$ cat config.mk
export PLATFORM = sky130hd
export DESIGN_NAME = pm_loader
export DESIGN_NICKNAME = d
export VERILOG_FILES = /design/src/rtl/pm_loader.sv
export SDC_FILE = /design/constraint.sdc
export NUM_CORES = 1
export LEC_CHECK = 0
export CAP_MARGIN = 15
export CORE_MARGIN = 1.5
export CORE_UTILIZATION = 55
export CTS_CLUSTER_SIZE = 30
export DETAILED_ROUTE_END_ITERATION = 7
export GPL_ROUTABILITY_DRIVEN = 1
export HOLD_SLACK_MARGIN = 0.06
export PLACE_DENSITY_LB_ADDON = 0.15
export SLEW_MARGIN = 0
export SYNTH_ARGS = -nofsm -noshare
export SYNTH_HDL_FRONTEND = slang
export SYNTH_SLANG_ARGS = --single-unit
export TNS_END_PERCENT = 20
$ cat constraint.sdc
create_clock -name clock -period 2.3 [get_ports clock]
set_input_delay 0.345 -clock clock [delete_from_list [all_inputs] [get_ports clock]]
set_output_delay 0.345 -clock clock [all_outputs]
set_load 0.02 [all_outputs]
$ cat src/rtl/pm_loader.sv
// pm_loader: boot-time loader that writes a framed byte stream into program
// memory and holds cpu_core in reset until a checksummed frame has landed.
//
// Ports:
//   clock, reset_n      system clock, asynchronous active-low reset
//   in_valid, in_data   byte stream in; in_ready back-pressures the sender
//   pm_we, pm_addr,     one-cycle write strobe with address and 16-bit word
//   pm_wdata
//   core_reset          active-high reset to cpu_core
//   done, error         frame accepted / last frame rejected
//   words_loaded        words written in the current or most recent frame
module pm_loader #(
    parameter int          PM_DEPTH = 32,
    parameter logic [7:0]  HDR      = 8'hA5
) (
    input  logic        clock,
    input  logic        reset_n,
    input  logic        in_valid,
    input  logic [7:0]  in_data,
    output logic        in_ready,
    output logic        pm_we,
    output logic [4:0]  pm_addr,
    output logic [15:0] pm_wdata,
    output logic        core_reset,
    output logic        done,
    output logic        error,
    output logic [5:0]  words_loaded
);

    typedef enum logic [2:0] {
        S_IDLE,
        S_COUNT,
        S_HI,
        S_LO,
        S_WRITE,
        S_CHECK,
        S_RUN,
        S_ERR
    } state_t;

    localparam logic [7:0] MAX_N  = 8'(PM_DEPTH);
    localparam logic [5:0] WL_MAX = 6'(PM_DEPTH);

    state_t      state, state_d;
    logic [5:0]  n_q, n_d;
    logic [5:0]  idx_q, idx_d;
    logic [7:0]  hi_q, hi_d;
    logic [7:0]  chk_q, chk_d;

    logic        in_ready_d;
    logic        pm_we_d;
    logic [4:0]  pm_addr_d;
    logic [15:0] pm_wdata_d;
    logic        core_reset_d;
    logic        done_d;
    logic        error_d;
    logic [5:0]  words_loaded_d;

    logic        xfer;

    // in_ready is registered and mirrors "not in WRITE", so it is a
    // valid acceptance qualifier for the current cycle.
    assign xfer = in_valid && in_ready;

    always_ff @(posedge clock or negedge reset_n) begin
        if (!reset_n) begin
            state        <= S_IDLE;
            n_q          <= '0;
            idx_q        <= '0;
            hi_q         <= '0;
            chk_q        <= '0;
            in_ready     <= 1'b1;
            pm_we        <= 1'b0;
            pm_addr      <= '0;
            pm_wdata     <= '0;
            core_reset   <= 1'b1;
            done         <= 1'b0;
            error        <= 1'b0;
            words_loaded <= '0;
        end else begin
            state        <= state_d;
            n_q          <= n_d;
            idx_q        <= idx_d;
            hi_q         <= hi_d;
            chk_q        <= chk_d;
            in_ready     <= in_ready_d;
            pm_we        <= pm_we_d;
            pm_addr      <= pm_addr_d;
            pm_wdata     <= pm_wdata_d;
            core_reset   <= core_reset_d;
            done         <= done_d;
            error        <= error_d;
            words_loaded <= words_loaded_d;
        end
    end

    always_comb begin
        state_d        = state;
        n_d            = n_q;
        idx_d          = idx_q;
        hi_d           = hi_q;
        chk_d          = chk_q;
        pm_addr_d      = pm_addr;
        pm_wdata_d     = pm_wdata;
        core_reset_d   = core_reset;
        done_d         = done;
        error_d        = error;
        words_loaded_d = words_loaded;

        unique case (state)
            S_IDLE, S_RUN, S_ERR: begin
                if (xfer && in_data == HDR) begin
                    state_d        = S_COUNT;
                    core_reset_d   = 1'b1;
                    done_d         = 1'b0;
                    error_d        = 1'b0;
                    words_loaded_d = '0;
                    idx_d          = '0;
                    chk_d          = '0;
                end
            end
            S_COUNT: begin
                if (xfer) begin
                    if (in_data == 8'd0 || in_data > MAX_N) begin
                        state_d = S_ERR;
                        error_d = 1'b1;
                    end else begin
                        n_d     = in_data[5:0];
                        chk_d   = chk_q ^ in_data;
                        state_d = S_HI;
                    end
                end
            end
            S_HI: begin
                if (xfer) begin
                    hi_d    = in_data;
                    chk_d   = chk_q ^ in_data;
                    state_d = S_LO;
                end
            end
            S_LO: begin
                if (xfer) begin
                    chk_d      = chk_q ^ in_data;
                    pm_addr_d  = idx_q[4:0];
                    pm_wdata_d = {hi_q, in_data};
                    state_d    = S_WRITE;
                end
            end
            S_WRITE: begin
                idx_d = idx_q + 6'd1;
                if (words_loaded != WL_MAX)
                    words_loaded_d = words_loaded + 6'd1;
                if (idx_q + 6'd1 == n_q)
                    state_d = S_CHECK;
                else
                    state_d = S_HI;
            end
            S_CHECK: begin
                if (xfer) begin
                    if (in_data == chk_q) begin
                        state_d      = S_RUN;
                        done_d       = 1'b1;
                        core_reset_d = 1'b0;
                    end else begin
                        state_d = S_ERR;
                        error_d = 1'b1;
                    end
                end
            end
            default: state_d = S_IDLE;
        endcase

        // The write strobe and the ready drop both belong to the WRITE
        // cycle, so they are registered from the upcoming state.
        in_ready_d = (state_d != S_WRITE);
        pm_we_d    = (state_d == S_WRITE);
    end

endmodule

; Word-level counts from Yosys, hierarchy flattened
; Index checks and enable logic that the tools add are counted.
[totals]
word_cells = 90
reg_bits = 63
input_bits = 11
out_inout_bits = 32
[op_classes]
n_eq_ne = 22
order_cmp = 1
bitwise = 2
add_sub_neg = 2
n_mux = 31
n_reduce_logical = 19
[op_table]
columns = operator, count
row1 = 2-to-1 mux 8 bit, 4
row2 = case mux 6 bit (2 select lines), 2
row3 = case mux 8 bit (3 select lines), 1
row4 = 2-to-1 mux 3 bit, 7
row5 = case mux 3 bit (6 select lines), 1
row6 = "inequality test 2 bit, second input constant", 8
row7 = "== test 3 bit, second input constant", 5
row8 = "adder 6 x 1 -> 6 bit, second input constant", 2
row9 = 2-to-1 mux 6 bit, 2
row10 = 2-to-1 mux 1 bit, 11
row11 = == test 8 bit, 1
row12 = "== test 8 bit, second input constant", 1
row13 = "greater-than comparator 8 x 6 -> 1 bit, second input constant", 1
row14 = zero test 8 bit, 1
row15 = bitwise XOR 8 bit, 1
row16 = "== test 3 x 2 -> 1 bit, second input constant", 2
row17 = == test 6 bit, 1
row18 = "inequality test 6 bit, second input constant", 1
row19 = AND reduction 2 bit, 3
row20 = AND reduction 3 bit, 2
row21 = AND reduction 6 bit, 1
row22 = nonzero test 3 bit, 2
row23 = AND reduction 5 bit, 1
row24 = case mux 1 bit (2 select lines), 2
row25 = other kinds (12), 14

; Longest topological paths before layout
[logic_depth]
depth_word = 6
depth_mapped = 8
depth_no_buf = 6

; Worst setup path after synthesis
; No wires, ideal clock.
[synth_path]
kind = input -> register
from = input port in_data[2]
to = register chk_q[0]
arrival_time_ns = 2.056
path_stages = 7
n_path_buf = 2
required_time_ns = 2.179
setup_ns = 0.121
setup_slack_ns = 0.123
path_cell_list = clkbuf_1 -> nand4_1 -> or3_1 -> buf_2 -> a21o_1 -> a211o_1 -> a22o_1
[synth_via]
elab_chain_len = 4
word_cells_on_any_way = 8
cone_classes = order compare (1) / eq/ne (3) / reduce/logical (4)
[synth_rtl]
columns = item, line
row1 = "start, declared", 19  ; input logic [7:0] in_data,
row2 = greater-than comparator 8 x 6 -> 1 bit (tied with other cells), 124  ; if (in_data == 8'd0 || in_data > MAX_N) begin
row3 = logical OR 1 bit / logical AND 1 bit (equally long branches), "124, 112"
row4 = inequality test 2 bit (no line), -
row5 = AND reduction 5 bit (no line) *, -
row6 = "end signal, assigned", 85  ; chk_q <= chk_d;
row7 = "end, declared", 48  ; logic [7:0] chk_q, chk_d;
; Mark *: on every way between the ends. The rest lies on a longest branch, timed or not.
; A chain may end at the register's enable or synchronous reset.

; Worst setup path after layout
[layout_path]
from = input port in_data[1]
to = register n_q[4]
[layout_via]
elab_chain_len = 4
word_cells_on_any_way = 5
cone_classes = order compare (1) / bitwise (1) / reduce/logical (3)
[layout_rtl]
columns = item, line
row1 = greater-than comparator 8 x 6 -> 1 bit / zero test 8 bit (equally long branches), 124
row2 = logical OR 1 bit *, 124
row3 = NOT 1 bit (no line) *, -
row4 = AND reduction 3 bit (no line) *, -
row5 = "end signal, assigned", 82  ; n_q <= n_d;
row6 = "end, declared", 45  ; logic [5:0] n_q, n_d;
; Marked as above.

==> flow_metrics.py <==
metrics = {
    "outcome": {
        "status": "finished clean",
    },
    "cts": {
        "clock-root-buffer": "clkbuf_8",
        "cts_buffer_depth": 2,
        "h-tree-depth": 3,
        "clk_pin_slew_worst_paths_ns": 0.07,
        "clk_latency_ns": 0.34,
        "clock_sinks": 63,
        "numCtsBuffers": 9,
        "cts_tree": "done",
        "cts_setup_buffers": 0,
    },
    "yosys": {
        "synth_top_cell_by_area": "dfrtp_1",
        "synth_async_sr_flop_share": 1.00,
        "ys.flop_type": "dfrtp_1",
        "syn-num-nets": 319,
        "synth.area.top_cells": "dfrtp_1 (48%), mux2_2 (7.7%), nand2_1 (4.9%), xor2_1 (3.8%), o21ai_0 (3.0%)",
        "synth_most_common_cell": "dfrtp_1",
        "ys_ff_latch": 63,
        "yosys_warnings": 0,
        "syn-cell-area_um2": 3200,
        "synth-edff-count": 0,
        "yosysUniqueCellTypes": 49,
        "yosys-top-cells-count": "dfrtp_1 (61), nand2_1 (42), mux2_2 (22)",
        "yosys.area.top_type_share": 0.477,
        "seq_area_frac_synth": 0.494,
        "synthCells": 305,
        "postSynthAreaPerCell_um2": 10.5,
    },
    "setup_path": {
        "critPathBufInv": 2,
        "cp_max_fo": 6,
        "cp_cell_sequence": "clkdlybuf4s50_1, or3_4, o31ai_4, nand3_2, or4_4, buf_6, mux2_4",
        "worstSetupStartpoint": "in_data[1]",
        "end_kind": "flop",
        "critPathCapture": "n_q[4]",
        "critPathMaxStageDelay_ns": 0.49,
        "cp-start-kind": "primary input",
        "worstPathRequired_ns": 2.52,
        "reg2reg_to": "chk_q[4]",
        "r2r_slack_ns": 0.32,
        "ff2ff_path_depth": 5,
        "r2r-start": "in_ready",
        "worst-setup-path-type": "in2reg",
        "crit_arrival_ns": 2.44,
        "cp_top_family": "simple AND/OR/NAND/NOR gates",
        "cp.depth": 7,
        "cp_slowest_cell": "or4_4",
    },
    "timing": {
        "finalSetupViolations": 0,
        "min_period_ns": 2.21,
        "finalMaxSlewViolations": 0,
        "whs_ns": 0.468,
        "hold_violations": 0,
        "min_period_over_period": 0.962,
        "max_freq_mhz": 452,
        "finClkSkew_ns": 0.00571,
        "rsz0062_at_grt": "no",
        "relSlewSlack": 0.589,
        "worst_pin_slew_ns": 0.614,
    },
    "power": {
        "p_total_mw": 5.62,
        "power.share.switching": 0.384,
        "max-vdd-ir-drop_mv": 0.900,
        "combPwrFrac": 0.482,
        "power.switching_mw": 2.16,
        "clockPowerShare": 0.154,
        "internal-power_mw": 3.46,
        "powerDensity_nw_per_um2": 1350,
        "p_leak_nw": 1.90,
        "p_seq_frac": 0.364,
    },
    "global_routing": {
        "grt_max_degree": 64,
        "track_usage": 0.269,
        "antenna_found_initial": 0,
        "grt_pass1_vias": 2497,
        "grt_overflow": 0,
        "grt_pass1_wl_mm": 12.6,
    },
    "route": {
        "first_pass_iters": 4,
        "avgViaCountPerCell": 5.69,
        "routed_wl_mm": 7.55,
        "drtIter0Drc": 192,
        "drcViolationCount": 0,
        "drtAntennaViolNets": 0,
        "vias": 2601,
        "routedWlPerCell_um": 16.5,
    },
    "placement": {
        "dp_hpwl_mm": 5.11,
        "dp_cells": 440,
        "gp_congestion": 0.898,
        "portBuffers": 42,
    },
    "final_layout": {
        "drive_gt1_frac": 0.244,
        "n_antenna_cell": 0,
        "area_growth_pct": 30.1,
        "layout.nets": 394,
        "fin_cells": 457,
    },
    "floorplan": {
        "dieWidth_um": 79.3,
        "core_area_um2": 5570,
        "ios": 43,
        "start_util": 0.574,
        "die_y_um": 79.3,
        "rows": 27,
        "dieArea_um2": 6280,
    },
    "job": {
        "drv_cap": 0,
    },
    "min_path": {
        "holdPathStages": 2,
        "hp-class": "reg2reg",
    },
}
## what timing repair did
item | in CTS | in global routing
hold endpoints to repair | 61 | 0
resized for setup | 0 | 7
hold buffers | 1 | 0
endpoints found under the setup margin | 0 | 14
## tightest hold or removal path: stages (launching register included)
cell and delay, ns:
dfrtp_1 0.34, nand2_1 0.05, nand2_1 0.05
## power by group through the flow
stage,clock network [mW],registers (mW),logic [mW]
2_1_floorplan,0,2.27,1.40
3_3_place_gp,0,2.02,2.61
3_5_place_dp,0,2.05,2.66
4_1_cts,0.885,2.04,2.70
5_1_grt,0.925,2.12,2.97
6_report,0.865,2.05,2.71
## stage by stage
stage / utilization / area, um^2 / setup slack, ns / TNS [ns]
after global placement: 0.708 / 3950 / -0.320 / -4.62
final: 0.746 / 4160 / 0.0882 / 0
after floorplan: - / 3200 / 0.123 / 0
after CTS: 0.742 / 4130 / 0.0153 / 0
after detailed placement: 0.708 / 3950 / -0.331 / -4.96
after global routing: 0.746 / 4160 / 0.0233 / 0
## flip-flops by register name (all words and copies together) (netlist names)
signal        count
chk_q             8
core_reset        1
done              1
error             1
hi_q              8
idx_q             6
in_ready          1
n_q               6
pm_addr           5
pm_wdata         16
pm_we             1
state             3
words_loaded      6
## cell usage in the layout, fill, tap and decap left out, types with 4 or more instances in the layout
cell type / count
nand2b_1: 13
xor2_1: 14
inv_1: 8
nand4_1: 4
xnor2_1: 5
nand3_1: 8
dfrtp_1: 61
a22o_1: 10
nand2_1: 42
clkbuf_8: 11
clkdlybuf4s50_1: 39
and3_1: 4
mux2_4: 6
nor2_1: 18
o21ai_0: 19
a21oi_1: 5
mux2_2: 22
buf_4: 35
## layout make-up
cell class | instances | area, um^2
well taps | 72 | 90.1
inverters | 8 | 30.0
flip-flops and latches | 63 | 1580
clock inverters | 3 | 17.5
clock buffers | 13 | 159
repair buffers | 81 | 744
fillers | 416 | 1410
multi-input cells | 217 | 1540
## how the worst min path moves through the flow
stage,slack [ns],from,endpoint
after global routing,0.49,hi_q[5],pm_wdata[13]
after floorplan,0.05,reset_n,chk_q[0]
after detailed placement,0.38,reset_n,pm_addr[3]
after global placement,0.38,reset_n,pm_addr[3]
final,0.47,hi_q[0],pm_wdata[8]
after CTS,0.47,hi_q[3],pm_wdata[11]
## cell families (layout without fill, tap and decap cells)
group                    after synthesis  after routing  share of synthesized area
AO/OA/AOI/OAI                         54             54                      0.126
XOR/XNOR                              20             20                     0.0591
adder cells (fa/ha/maj)                3              3                     0.0117
buffers and inverters                 25            105                     0.0301
flip-flops                            63             63                      0.494
multiplexers                          28             28                      0.106
AND/OR/NAND/NOR                      112            112                      0.174
## layer usage
metal  up-vias  GRT usage  part of all wire
li1       1230          -                 -
met1      1276      0.392              0.46
met2        85      0.391              0.47
met3        10     0.0586             0.062
met4         0      0.104             0.015
met5         -          0                 0
No activity file was read; power rests on OpenSTA's default activity.
